<file path="src/rtl/msg_route_ctrl.sv">
// Routing controller for a three-way message splitter: buffers one upstream
// message, steers it by its destination field and keeps drop/timeout statistics.
module msg_route_ctrl #(
  parameter int unsigned WID = 132,
  parameter int unsigned TOW = 8
) (
  input  logic           clk,
  input  logic           rst,
  input  logic [WID-1:0] msgin,
  output logic           msginack,
  output logic [WID-1:0] msgout,
  output logic [1:0]     sel,
  input  logic           splitack,
  input  logic           enable,
  input  logic [TOW-1:0] timeout_lim,
  output logic           busy,
  output logic [15:0]    drop_cnt,
  output logic [15:0]    tmo_cnt
);

  localparam int unsigned CW = 16;
  localparam int unsigned DW = 2;
  localparam logic [CW-1:0] CNT_MAX = '1;

  typedef enum logic {IDLE, SEND} state_t;

  state_t         state, state_d;
  logic [WID-1:0] msgout_d;
  logic [DW-1:0]  sel_d;
  logic           busy_d;
  logic [TOW-1:0] timer, timer_d;
  logic [CW-1:0]  drop_d, tmo_d;

  logic [DW-1:0]  in_dest;
  logic           in_valid;
  logic           expire;

  assign in_dest  = msgin[WID-2 -: DW];
  assign in_valid = enable && msgin[WID-1];
  assign expire   = (timeout_lim != '0) && (timer == TOW'(timeout_lim - TOW'(1)));

  // msgout doubles as the message buffer; it is only non-zero while in SEND.
  always_ff @(posedge clk or posedge rst) begin
    if (rst) begin
      state    <= IDLE;
      msgout   <= '0;
      sel      <= '0;
      busy     <= 1'b0;
      timer    <= '0;
      drop_cnt <= '0;
      tmo_cnt  <= '0;
    end else begin
      state    <= state_d;
      msgout   <= msgout_d;
      sel      <= sel_d;
      busy     <= busy_d;
      timer    <= timer_d;
      drop_cnt <= drop_d;
      tmo_cnt  <= tmo_d;
    end
  end

  always_comb begin
    state_d  = state;
    msgout_d = msgout;
    timer_d  = timer;
    drop_d   = drop_cnt;
    tmo_d    = tmo_cnt;
    msginack = 1'b0;
    sel_d    = '0;
    busy_d   = 1'b0;

    case (state)
      IDLE: begin
        if (in_valid) begin
          msginack = 1'b1;
          if (in_dest != '0) begin
            state_d  = SEND;
            msgout_d = msgin;
            timer_d  = '0;
          end else if (drop_cnt != CNT_MAX) begin
            drop_d = drop_cnt + CW'(1);
          end
        end
      end
      SEND: begin
        // An ack always wins over a coinciding timeout expiry.
        if (splitack) begin
          state_d = IDLE;
          if (in_valid) begin
            msginack = 1'b1;
            if (in_dest != '0) begin
              state_d  = SEND;
              msgout_d = msgin;
              timer_d  = '0;
            end else if (drop_cnt != CNT_MAX) begin
              drop_d = drop_cnt + CW'(1);
            end
          end
        end else if (expire) begin
          state_d = IDLE;
          if (tmo_cnt != CNT_MAX) begin
            tmo_d = tmo_cnt + CW'(1);
          end
        end else begin
          timer_d = timer + TOW'(1);
        end
      end
      default: state_d = IDLE;
    endcase

    // Presentation outputs follow the next state so they change only at an edge.
    if (state_d == SEND) begin
      sel_d  = msgout_d[WID-2 -: DW];
      busy_d = 1'b1;
    end else begin
      msgout_d = '0;
    end
  end

endmodule

</file>
<file path="config.mk">
export PLATFORM = sky130hd
export DESIGN_NAME = msg_route_ctrl
export DESIGN_NICKNAME = d
export VERILOG_FILES = /design/src/rtl/msg_route_ctrl.sv
export SDC_FILE = /design/constraint.sdc
export NUM_CORES = 1
export LEC_CHECK = 0
export CORE_MARGIN = 2
export CORE_UTILIZATION = 25
export CTS_CLUSTER_SIZE = 30
export DETAILED_ROUTE_END_ITERATION = 8
export HOLD_SLACK_MARGIN = 0.02
export PLACE_DENSITY_LB_ADDON = 0.3
export RECOVER_POWER = 25
export SYNTH_ARGS = -nofsm -noshare
export SYNTH_HDL_FRONTEND = slang
export SYNTH_SLANG_ARGS = --single-unit
</file>
<file path="constraint.sdc">
create_clock -name clk -period 8.1 [get_ports clk]
set_input_delay 1.62 -clock clk [delete_from_list [all_inputs] [get_ports clk]]
set_output_delay 1.62 -clock clk [all_outputs]
set_load 0.02 [all_outputs]
</file>
# Yosys cells after proc, flatten, opt, wreduce, memory -nomap -nowiden
# Cells that the tools add are included.
word_totals:
  register_bits: 176
  input_bits: 144
  out_inout_bits: 168
  word_cells: 50
op_classes:
  n_addsub: 4
  n_eq_ne: 6
  mux: 25
  n_bitwise: 2
  reduce_logical: 5
ops:
  columns: ["op", "count"]
  rows:
  - ["132-bit 2-to-1 mux", 4]
  - ["132-bit case mux with 2 select lines", 1]
  - ["16-bit 2-to-1 mux", 4]
  - ["16-bit by 1-bit adder with 16-bit output, second input constant", 2]
  - ["8-bit 2-to-1 mux", 4]
  - ["16-bit != test, second input constant", 2]
  - ["16-bit case mux with 2 select lines", 1]
  - ["8-bit case mux with 2 select lines", 1]
  - ["8-bit by 1-bit adder with 8-bit output, second input constant", 1]
  - ["8-bit equality test", 1]
  - ["8-bit nonzero test", 1]
  - ["8-bit by 1-bit subtractor with 8-bit output, second input constant", 1]
  - ["1-bit 2-to-1 mux", 7]
  - ["3-bit != test, second input constant", 2]
  - ["1-bit case mux with 2 select lines", 2]
  - ["4-bit AND reduction", 1]
  - ["1-bit logical AND", 2]
  - ["2-bit 2-to-1 mux", 1]
  - ["2-bit != test, second input constant", 1]
  - ["1-bit NOT", 2]
  - ["2-bit nonzero test", 1]

# Longest topological paths before layout
# Gate-level depths: netlist (run 1).
depth:
  ltp_word: 7
  depth_mapped: 10
  mapped_depth_nobuf: 8

# Least setup slack after synthesis (run 1)
# Ideal clock, no wire load.
synth_path:
  path_kind: "in2out"
  start: "in splitack"
  end: "out msginack"
  arrival_ns: 2.255
  required_time_ns: 6.480
  path_slack_ns: 4.225
  stages: 3
  path_buffers: 1
  path_cell_list: "nor2b_1 -> clkbuf_1 -> nor2_1"
synth_via:
  elab_chain_len: 2
synth_lines:
  columns: ["element", "line_no", "text"]
  rows:
  - ["start: declaration", "13", "input logic splitack,"]
  - ["1-bit 2-to-1 mux", "88", "if (splitack) begin"]
  - ["1-bit case mux with 2 select lines", "73", "case (state)"]
  - ["end: declaration", "10", "output logic msginack,"]
# No other way between the ends.

# Worst setup path after layout (run 1)
layout_path:
  start: "in splitack"
  end: "reg msgout[34]"
layout_via:
  elab_chain_len: 3
  elab_cells_between_ends: 4
  cone_classes: "1 x eq/ne; 3 x mux"
layout_lines:
  columns: ["element", "line_no", "text"]
  rows:
  - ["1-bit 2-to-1 mux", "88", null]
  - ["1-bit case mux with 2 select lines", "73", null]
  - ["3-bit != test (no source line) / 132-bit 2-to-1 mux (equally long branches)", null, null]
  - ["end signal: assignment", "54", "msgout <= msgout_d;"]
  - ["end: declaration", "11", "output logic [WID-1:0] msgout,"]
# Several ways; a longest one is shown, not always the timed one.
# A chain may end at the register's enable or synchronous reset.

==> metrics.md, run 1 <==
| Metric | Value |
|---|---|
| Initial core utilization | `around 25%` |
| Worst r2r src | `busy$_DFF_PP0_` |
| Hold Path Sink | `drop_cnt[12]$_DFFE_PP0P_` |
| Final Hold Viols | `0` |
| Top Ports | `312` |
| Post-cts resize count | `0` |
| Area of placed instances | `about 10000 µm²` |
| Crit path from | `splitack` |
| Switching part of the total power | `28.3%` |
| Max-slew violations | `51` |
| Total negative slack | `0 ns` |
| CTS tree | `done` |
| FMAX | `about 0.2 GHz` |
| Period utilisation layout | `62.4%` |
| # Max-Cap Violations | `1` |
| Worst endpoint required time | `8.45 ns` |
| DR vias/cell | `4.49` |
| Final HPWL DP | `14600 µm` |
| Vias | `5647` |
| 1st-iter DRT viols | `265` |
| Clk_skew | `0.0177 ns` |
| # Post-CTS Setup Buffers | `0` |
| ANT cells | `0` |
| Synth top cells by count | `173 x dfrtp_1, 118 x a22o_1, 37 x nand2_1, 30 x nand3_1, 27 x nor2_1` |
| Worst-path maximum fanout | `83` |
| Grt total ovfl | `0` |
| Clock Power Share | `between 30% and 40%` |
| PD cells | `approximately 190 nW/µm²` |
| Multi-input combinational cell area | `2450 µm²` |
| Hold buffer count at cts | `0` |
| Most numerous cell in the Yosys netlist | `dfrtp_1` |
| Post-Synthesis Cells | `around 570` |
| Skew-Pair Late Insertion Delay | `around 0.42 ns` |
| Worst slew margin | `-45.7%` |
| Worst path arrival time | `5.41 ns` |
| Syn_area_per_cell | `~12 µm²` |
| P_sw | `a little under 0.0006 W` |
| Endpoints failing setup | `0` |
| # clock sinks | `173` |
| Area grow syn2layout | `56.9%` |
| TritonRoute pass-1 iters | `6` |
| Share of total power in sequential cells | `45.1%` |
| Die ar. | `29500 µm²` |
| Worst Setup End Kind | `register` |
| Async set or reset register ratio after synthesis | `100%` |
| Hold WC Path Type | `reg -> reg` |
| Antenna Nets Post-Route | `0` |
| Comb pwr share | `approximately 16%` |
| IO buf count | `311` |
| CTS root buffer | `clkbuf_16` |
| Post-route cell area | `11000 µm²` |
| # rows | `61` |
| Reg2reg end | `msgout[34]$_DFFE_PP0P_` |
| Post-Route WL | `approximately 21000 µm` |
| Seq/Total Area, Yosys | `61.5%` |
| Synthesized Nets | `715` |
| Number of synthesized register bits | `173` |
| Largest area contributor in the netlist | `dfrtp_1` |
| Reg clk slew, reported paths | `0.07 ns` |
| Kind of critical path | `in -> reg` |
| FF/Latch Area | `4330 µm²` |
| Clock Path Buffers | `2` |
| Initial antenna violation count | `0` |
| Inserted Clock Buffers | `17` |
| FF-to-FF path depth | `9` |
| VDD IR max | `~0.11 mV` |
| Outcome | `finished with violations` |
| Failing checks | `capacitance limit, slew limit` |
| Largest cells by area after synthesis | `dfrtp_1 62%, a22o_1 15%, xor2_1 2.7%` |
| Die H | `172 µm` |
| Core footprint | `~28000 µm²` |
| Top_reg_cell synth | `dfrtp_1` |
| Total track usage | `between 10% and 20%` |
| Global placer's final weighted congestion | `0.781` |
| H-tree Lvls | `4` |
| Placed instance count | `1227` |
| Fillers | `around 2700` |
| Crit start category | `input pin` |
| Largest net degree at the start of global routing | `84` |
| Cell Int Power | `approximately 0.0015 W` |
| Leak | `4.86 nW` |
| Nets@finish | `1016` |
| Finished Layout Cells | `1259` |
| Vias in the first global route | `5721` |
| Post-synth EDFFs | `0` |
| Unrepaired setup endpoints after global routing | `false` |
| DRC viols | `0` |
| FF-to-FF setup slack | `between 4 and 5 ns` |
| Post-layout min period | `5.06 ns` |
| First-pass GRT wire length | `roughly 32000 µm` |
| Mapped Area | `7040 µm²` |
| Routed len/inst | `16.7 µm` |
| Hold depth | `1` |
| Util after Layout | `between 30% and 40%` |
| Die extent in x | `172 µm` |
| Synth top area share | `61.5%` |
| Worst Hold Launch | `drop_cnt[12]$_DFFE_PP0P_` |
| YS warnings | `0` |
| Share of layout cells above drive strength 1 | `between 5 and 6%` |
| Synth unique cells | `48` |
| Worst-Margin Slew | `2.17 ns` |
[power by group through the flow]
stage	logic [W]	registers, W	clock network (W)
after floorplan	0.000102	0.00100	0
after global placement	0.000338	0.000957	0
after detailed placement	0.000340	0.000957	0
after CTS	0.000340	0.000942	0.000846
after global routing	0.000358	0.000948	0.000880
final	0.000331	0.000942	0.000814
[worst max path at each step]
stage / end / slack (ns) / cells past startpoint
5_1_grt: msgout[51]$_DFFE_PP0P_ / 2.80 / 10
2_1_floorplan: busy$_DFF_PP0_ / 1.79 / 1
3_3_place_gp: msgout[2]$_DFFE_PP0P_ / 2.81 / 9
3_5_place_dp: msgout[85]$_DFFE_PP0P_ / 2.76 / 9
6_report: msgout[34]$_DFFE_PP0P_ / 3.04 / 10
4_1_cts: msginack / 3.19 / 4
[cell usage in the layout, fill, tap and decap left out, drive strengths merged, types with 3 or more instances in the layout]
cell type / count
inv: 13
a22o: 118
nand3: 30
xor2: 22
dfrtp: 173
nand4: 8
a21oi: 17
mux2: 3
clkinvlp: 3
clkbuf: 19
buf: 8
clkinv: 6
a31oi: 3
o21ai: 6
dlygate4sd3: 23
xnor2: 13
nand2: 37
nor3: 15
ha: 4
and3: 8
clkdlybuf4s50: 288
nor2: 27
nand2b: 5
[state kept, by name (all words and copies together), names as in the netlist]
| signal | count |
|---|---|
| busy | 1 |
| drop_cnt | 16 |
| msgout | 131 |
| sel | 1 |
| timer | 8 |
| tmo_cnt | 16 |
[routing by layer]
metal / track usage [%] / wire [µm] / vias to the layer above
met5: 0 / 0 / -
met4: 3.58 / 227 / 0
met3: 5.73 / 1820 / 14
met2: 21.6 / 9630 / 204
li1: - / - / 2685
met1: 18.5 / 9300 / 2744
[through the flow]
step	total power [W]	hold WS, ns	setup WS [ns]
floorplan	0.00110	0.488	1.79
global placement	0.00130	0.480	2.81
detailed placement	0.00130	0.490	2.76
CTS	0.00213	0.504	3.19
global route	0.00219	0.510	2.80
finish	0.00209	0.494	3.04
[area by class of cell]
class	count	share of cell area (%)
Timing Repair Buffer	320	28.8
Sequential cell	173	39.2
Clock inverter	14	1.31
Clock buffer	18	3.98
Tap cell	378	4.28
Multi-Input combinational cell	348	22.2
Inverter	8	0.283
[critical path, cell delays in order]
cell and delay, ns:
dlygate4sd3_1 0.58, nand2b_1 0.11, clkbuf_1 0.69, a2111oi_0 0.18, o311a_1 0.21, o2111ai_2 0.09
buf_4 0.29, and2_4 0.79, buf_4 0.51, a22o_1 0.21
[cells by family (layout without fill, tap and decap cells)]
logic type | Yosys count | after routing | share of synthesized area (%)
multiplexers | 5 | 5 | 0.765
AO/OA/AOI/OAI | 159 | 159 | 18.5
AND/OR/NAND/NOR | 145 | 145 | 10.3
XOR/XNOR | 35 | 35 | 4.36
buffers and inverters | 46 | 360 | 3.81
flip-flops | 173 | 173 | 61.5
adder cells (fa/ha/maj) | 4 | 4 | 0.711
(Power assumes the default switching activity.)
==> run 2, diff against run 1 <==
==> constraint.sdc (replaced) <==
create_clock -name clk -period 5.1 [get_ports clk]
set_input_delay 1.02 -clock clk [delete_from_list [all_inputs] [get_ports clk]]
set_output_delay 1.02 -clock clk [all_outputs]
set_load 0.02 [all_outputs]
==> metrics.md, run 2 (same netlist as run 1, synthesis figures left out) <==
| Metric | Value |
|---|---|
| Vias | `5625 (-0.39%)` |
| DR WL met3 | `1910 µm (+5.4%)` |
| PD cells | `308 nW/µm² (+63%)` |
| CP bufs+invs | `3 (-1)` |
| Unrepaired setup endpoints after global routing | `false` |
| # clock sinks | `173 (unchanged)` |
| CTS tree | `done` |
| Top Ports | `312 (unchanged)` |
| FMAX | `0.257 GHz` |
| # Max-Cap Violations | `1 (unchanged)` |
| Initial core utilization | `25.3% (unchanged)` |
| Most common cell after layout, fill and taps aside | `clkdlybuf4s50_1` |
| Inserted Clock Buffers | `17 (unchanged)` |
| Core footprint | `27800 µm² (unchanged)` |
| # rows | `61 (unchanged)` |
| FF-to-FF setup slack | `2.32 ns (-2.10 ns)` |
| Kind of critical path | `in -> async` |
| Grt total ovfl | `0 (unchanged)` |
| CP cell instances | `dlygate4sd3_1 > clkinvlp_4 > clkbuf_2` |
| Largest net degree at the start of global routing | `116 (+38%)` |
| IO buf count | `311 (unchanged)` |
| Clock Path Buffers | `2 (unchanged)` |
| DRT met1 WL | `9370 µm (+0.71%)` |
| Vias in the first global route | `5634 (-1.5%)` |
| Final Hold Viols | `0 (unchanged)` |
| Final HPWL DP | `14300 µm (-2.3%)` |
| Worst-path maximum fanout | `115 (+39%)` |
| Largest Register | `msgout` |
| Total track usage | `13.9% (-0.17 points)` |
| Top flop regs | `msgout: 131 flops, drop_cnt: 16 flops, tmo_cnt: 16 flops` |
| Initial antenna violation count | `2 (+2)` |
| Share of layout cells above drive strength 1 | `5.57% (-0.11 points)` |
| Hold buffer count at cts | `0 (unchanged)` |
| 1st-iter DRT viols | `225 (-15%)` |
| Skew-Pair Late Insertion Delay | `0.43 ns (about the same)` |
| Endpoints failing setup | `0 (unchanged)` |
| First-pass GRT wire length | `31800 µm (-2.0%)` |
| Area grow syn2layout | `57.5%` |
| Die H | `172 µm (unchanged)` |
| Reg clk slew, reported paths | `0.07 ns (about the same)` |
| Post-layout min period | `3.89 ns` |
| H-tree Lvls | `4 (unchanged)` |
| Worst-Margin Slew | `2.89 ns (+0.715 ns)` |
| DRC viols | `0 (unchanged)` |
| Max reg flops | `131 (unchanged)` |
| TritonRoute pass-1 iters | `6 (unchanged)` |
| Top sig layer | `met5` |
| # Post-CTS Setup Buffers | `0 (unchanged)` |
| VDD IR max | `0.179 mV (+61%)` |
| Failing checks | `capacitance limit, slew limit` |
| Clk_skew | `0.0198 ns (+0.00217 ns)` |
| DR WL met2 | `9470 µm (-1.6%)` |
| Routed len/inst | `16.7 µm (about the same)` |
| Post-cts resize count | `0 (unchanged)` |
| Total negative slack | `0 ns (unchanged)` |
| Leak | `4.82 nW (-0.75%)` |
| Post-Route WL | `21000 µm (about the same)` |
| Global placer's final weighted congestion | `0.787 (+0.70%)` |
| Worst endpoint required time | `4.99 ns (-3.46 ns)` |
| Util after Layout | `39.9% (+0.15 points)` |
| Die ar. | `29500 µm² (unchanged)` |
| Worst path arrival time | `3.78 ns (-1.63 ns)` |
| Worst Setup End Kind | `asynchronous set/reset pin` |
| Die extent in x | `172 µm (unchanged)` |
| Hold WC Path Type | `reg -> reg` |
| CTS root buffer | `clkbuf_16` |
| Crit start category | `input pin` |
| Slowest cell delay on critical path | `1.98 ns (+1.19 ns)` |
| Max-slew violations | `116 (+130%)` |
| Cell family with most CP delay | `buffers and inverters` |
| Nets@finish | `1016 (unchanged)` |
| Antenna Nets Post-Route | `0 (unchanged)` |
| Outcome | `finished with violations` |
| Most frequent cells in the layout | `310 x clkdlybuf4s50_1, 173 x dfrtp_1, 118 x a22o_1, 37 x nand2_1, 30 x nand3_1` |
| DR vias/cell | `4.47 (-0.39%)` |
| Slowest-stage cell, CP | `clkbuf_2` |
| Worst slew margin | `-92.6% (-47 points)` |
| Period utilisation layout | `about three quarters` |
==> run 2: final cells by class <==
type | instances | area, µm²
antenna | 1 | 2.50
clock buffer | 18 | 429
clock inverter | 13 | 179
fill | 2707 | 16700
inverter | 8 | 33.8
multi-input combinational | 348 | 2450
sequential | 173 | 4330
tap | 378 | 473
timing repair buffer | 320 | 3190
==> run 2: per-stage QoR <==
step	instances	total power [W]	setup slack [ns]	cell area (µm²)	hold slack, ns
6_report	1259	0.00342	1.21	11100	0.498
5_1_grt	1258	0.00356	0.614	11100	0.515
4_1_cts	1258	0.00347	1.31	11100	0.496
3_5_place_dp	1227	0.00206	1.02	10500	0.480
3_3_place_gp	1227	0.00206	1.01	10500	0.477
2_1_floorplan	567	0.00176	1.87	7040	0.488
==> run 2: final timing paths <==
| path | cells past startpoint | to | start |
|---|---|---|---|
| hold / removal | 1 | drop_cnt[14]$_DFFE_PP0P_ | drop_cnt[14]$_DFFE_PP0P_ |
| max in group clk | 5 | msginack | splitack |
| setup reg to reg | 7 | timer[0]$_DFFE_PP0P_ | timer[7]$_DFFE_PP0P_ |
| hold reg to reg | 1 | drop_cnt[14]$_DFFE_PP0P_ | drop_cnt[14]$_DFFE_PP0P_ |
| min in group asynchronous | 3 | msgout[130]$_DFFE_PP0P_ | rst |
| setup / recovery | 3 | tmo_cnt[2]$_DFFE_PP0P_ | rst |
==> run 2: routing by layer <==
| metal | global-route usage [%] | vias up |
|---|---|---|
| met4 | 4.06 | 2 |
| met2 | 21.2 | 200 |
| met5 | 0 | - |
| li1 | - | 2692 |
| met3 | 5.43 | 12 |
| met1 | 18.2 | 2719 |
==> run 2: power breakdown <==
part           internal, W  leakage [nW]  switching, W
Sequential         0.00144          2.35     0.0000607
Combinational     0.000274          2.18      0.000249
Clock             0.000786         0.300      0.000605
==> run 2: worst register-to-register path: stages (launching register included) <==
cell       delay, ns
dfrtp_1         0.42
or4bb_1         0.50
a311oi_1        0.29
a31oi_1         0.11
o2111ai_2       0.10
and2_4          0.61
buf_12          0.43
mux2_2          0.26
==> run 3, diff against run 2 <==
==> constraint.sdc (replaced) <==
create_clock -name clk -period 3.9 [get_ports clk]
set_input_delay 0.78 -clock clk [delete_from_list [all_inputs] [get_ports clk]]
set_output_delay 0.78 -clock clk [all_outputs]
set_load 0.02 [all_outputs]
==> metrics.md, run 3 (same netlist as run 1, synthesis figures left out) <==
| Metric | Value |
|---|---|
| Worst-path maximum fanout | `39 (-66%)` |
| Post-Route WL | `21500 µm (+2.5%)` |
| Leak | `4.86 nW (+0.74%)` |
| Routed len/inst | `17.0 µm (+1.8%)` |
| H-tree Lvls | `4 (unchanged)` |
| Vias in the first global route | `5803 (+3.0%)` |
| Worst-Margin Slew | `1.86 ns (-1.03 ns)` |
| Top Ports | `312 (unchanged)` |
| Pwr Total | `0.00437 W (+28%)` |
| # rows | `61 (unchanged)` |
| FMAX | `roughly 0.31 GHz` |
| Largest Register | `msgout` |
| Hold slack | `0.492 ns (-0.00558 ns)` |
| Die ar. | `29500 µm² (unchanged)` |
| Area of placed instances | `10600 µm² (+1.4%)` |
| Worst slew margin | `-24.5% (+68 points)` |
| Inserted Clock Buffers | `17 (unchanged)` |
| # Post-CTS Setup Buffers | `0 (unchanged)` |
| Hold WC Path Type | `reg -> reg` |
| Post-layout min period | `3.20 ns` |
| Reg clk slew, reported paths | `0.07 ns (about the same)` |
| Clock Path Buffers | `2 (unchanged)` |
| P_sw | `0.00124 W (+35%)` |
| Cell Int Power | `0.00313 W (+25%)` |
| Largest net degree at the start of global routing | `78 (-33%)` |
| DR vias/cell | `4.50 (+0.76%)` |
| Most common cell after layout, fill and taps aside | `clkdlybuf4s50_1` |
| Die extent in x | `172 µm (unchanged)` |
| Total negative slack | `0 ns (unchanged)` |
| # clock sinks | `173 (unchanged)` |
| Placed instance count | `1235 (+0.65%)` |
| Kind of critical path | `in -> reg` |
| Global placer's final weighted congestion | `0.804 (+2.1%)` |
| Outcome | `finished with violations` |
| Period utilisation layout | `82.0%` |
| Grt total ovfl | `0 (unchanged)` |
| 1st-iter DRT viols | `243 (+8.0%)` |
| Endpoints failing setup | `0 (unchanged)` |
| CTS tree | `done` |
| Die H | `172 µm (unchanged)` |
| Worst endpoint required time | `4.20 ns (-0.79 ns)` |
| Clock Power Share | `38.9% (-1.8 points)` |
| Final HPWL DP | `15200 µm (+6.2%)` |
| First-pass GRT wire length | `33000 µm (+3.8%)` |
| Initial antenna violation count | `1 (-1)` |
| Crit start category | `input pin` |
| Failing checks | `capacitance limit, slew limit` |
| PD cells | `390 nW/µm² (+27%)` |
| TritonRoute pass-1 iters | `4 (-2)` |
| Worst Setup End Kind | `register` |
| Max reg flops | `131 (unchanged)` |
| Skew-Pair Late Insertion Delay | `0.43 ns (about the same)` |
| Clk_skew | `0.0145 ns (-0.00531 ns)` |
| Nets@finish | `1024 (+0.79%)` |
| Comb pwr share | `16.1% (+0.8 points)` |
| DRC viols | `0 (unchanged)` |
| Post-route cell area | `11200 µm² (+0.91%)` |
| Antenna Nets Post-Route | `0 (unchanged)` |
| Share of layout cells above drive strength 1 | `6.30% (+0.73 points)` |
| Unrepaired setup endpoints after global routing | `false` |
| CTS root buffer | `clkbuf_16` |
| Max-slew violations | `35 (-70%)` |
| Post-cts resize count | `0 (unchanged)` |
| Core footprint | `27800 µm² (unchanged)` |
| VDD IR max | `0.242 mV (+35%)` |
| Worst path arrival time | `3.50 ns (-0.28 ns)` |
| IO buf count | `311 (unchanged)` |
| Hold buffer count at cts | `0 (unchanged)` |
| Total track usage | `14.5% (+0.58 points)` |
| Most frequent cells in the layout | `310 x clkdlybuf4s50_1, 173 x dfrtp_1, 118 x a22o_1, 37 x nand2_1, 30 x nand3_1` |
| Area grow syn2layout | `59.0%` |
| Final Hold Viols | `0 (unchanged)` |
| Vias | `5708 (+1.5%)` |
| Finished Layout Cells | `1268 (+0.71%)` |
| Initial core utilization | `25.3% (unchanged)` |
| Top flop regs | `msgout: 131 flops, drop_cnt: 16 flops, tmo_cnt: 16 flops` |
| Fillers | `2693 (-0.52%)` |
| Share of total power in sequential cells | `44.9% (+0.9 points)` |
| # Max-Cap Violations | `1 (unchanged)` |
| Switching part of the total power | `28.3% (+1.6 points)` |
-- run 3: cell count changes in the layout (fill, tap and decap cells not counted), sizes merged --
cell      delta
clkinvlp     +1
clkinv       +3
buf          +5
bufinv       -3
clkbuf       +3
-- run 3: final timing paths --
| kind | cells past startpoint | slack (ns) | start | end |
|---|---|---|---|---|
| worst max register to register | 7 | 1.44 | timer[7]$_DFFE_PP0P_ | msgout[23]$_DFFE_PP0P_ |
| min in group asynchronous | 2 | 1.28 | rst | msgout[66]$_DFFE_PP0P_ |
| worst min register to register | 1 | 0.49 | drop_cnt[14]$_DFFE_PP0P_ | drop_cnt[14]$_DFFE_PP0P_ |
| worst min-delay path | 1 | 0.49 | drop_cnt[14]$_DFFE_PP0P_ | drop_cnt[14]$_DFFE_PP0P_ |
| max in group asynchronous | 3 | 0.84 | rst | msgout[86]$_DFFE_PP0P_ |
| worst max-delay path | 10 | 0.70 | timeout_lim[0] | msgout[23]$_DFFE_PP0P_ |
-- run 3: routing by layer --
layer	vias up	track usage (%)	wire [µm]
li1	2702	-	-
met1	2769	18.7	9300
met2	222	22.6	9980
met3	13	5.68	2010
met4	2	3.87	212
met5	-	0	13
-- run 3: cell type report --
type,instances,area (µm²),area share [%]
clock buffers,18,439,3.93
well taps,378,473,4.23
flip-flops and latches,173,4330,38.7
clock inverters,14,149,1.33
repair buffers,328,3310,29.6
multi-input cells,348,2450,21.9
inverters,8,31.3,0.280
diodes,1,2.50,0.0224
-- run 3: through the flow --
step,setup slack [ns],utilization (%)
final,0.702,40.3
after global routing,0.296,40.2
after CTS,0.696,40.4
after detailed placement,0.255,38.3
after global placement,0.294,38.3
after floorplan,0.909,-
-- run 3: worst max-delay path: stages --
cell and delay, ns:
clkdlybuf4s50_1 0.59, inv_1 0.07, ha_1 0.31, xnor2_1 0.12
a2111oi_0 0.35, o311a_1 0.27, o2111ai_2 0.13, and2_4 0.35
buf_12 0.25, a22o_1 0.24
-- run 3: power groups by stage --
stage	sequential, W	combinational [W]	clock [W]
after floorplan	0.00208	0.000211	0
after global placement	0.00200	0.000716	0
after detailed placement	0.00199	0.000722	0
after CTS	0.00196	0.000723	0.00177
after global routing	0.00198	0.000761	0.00185
final	0.00196	0.000705	0.00170
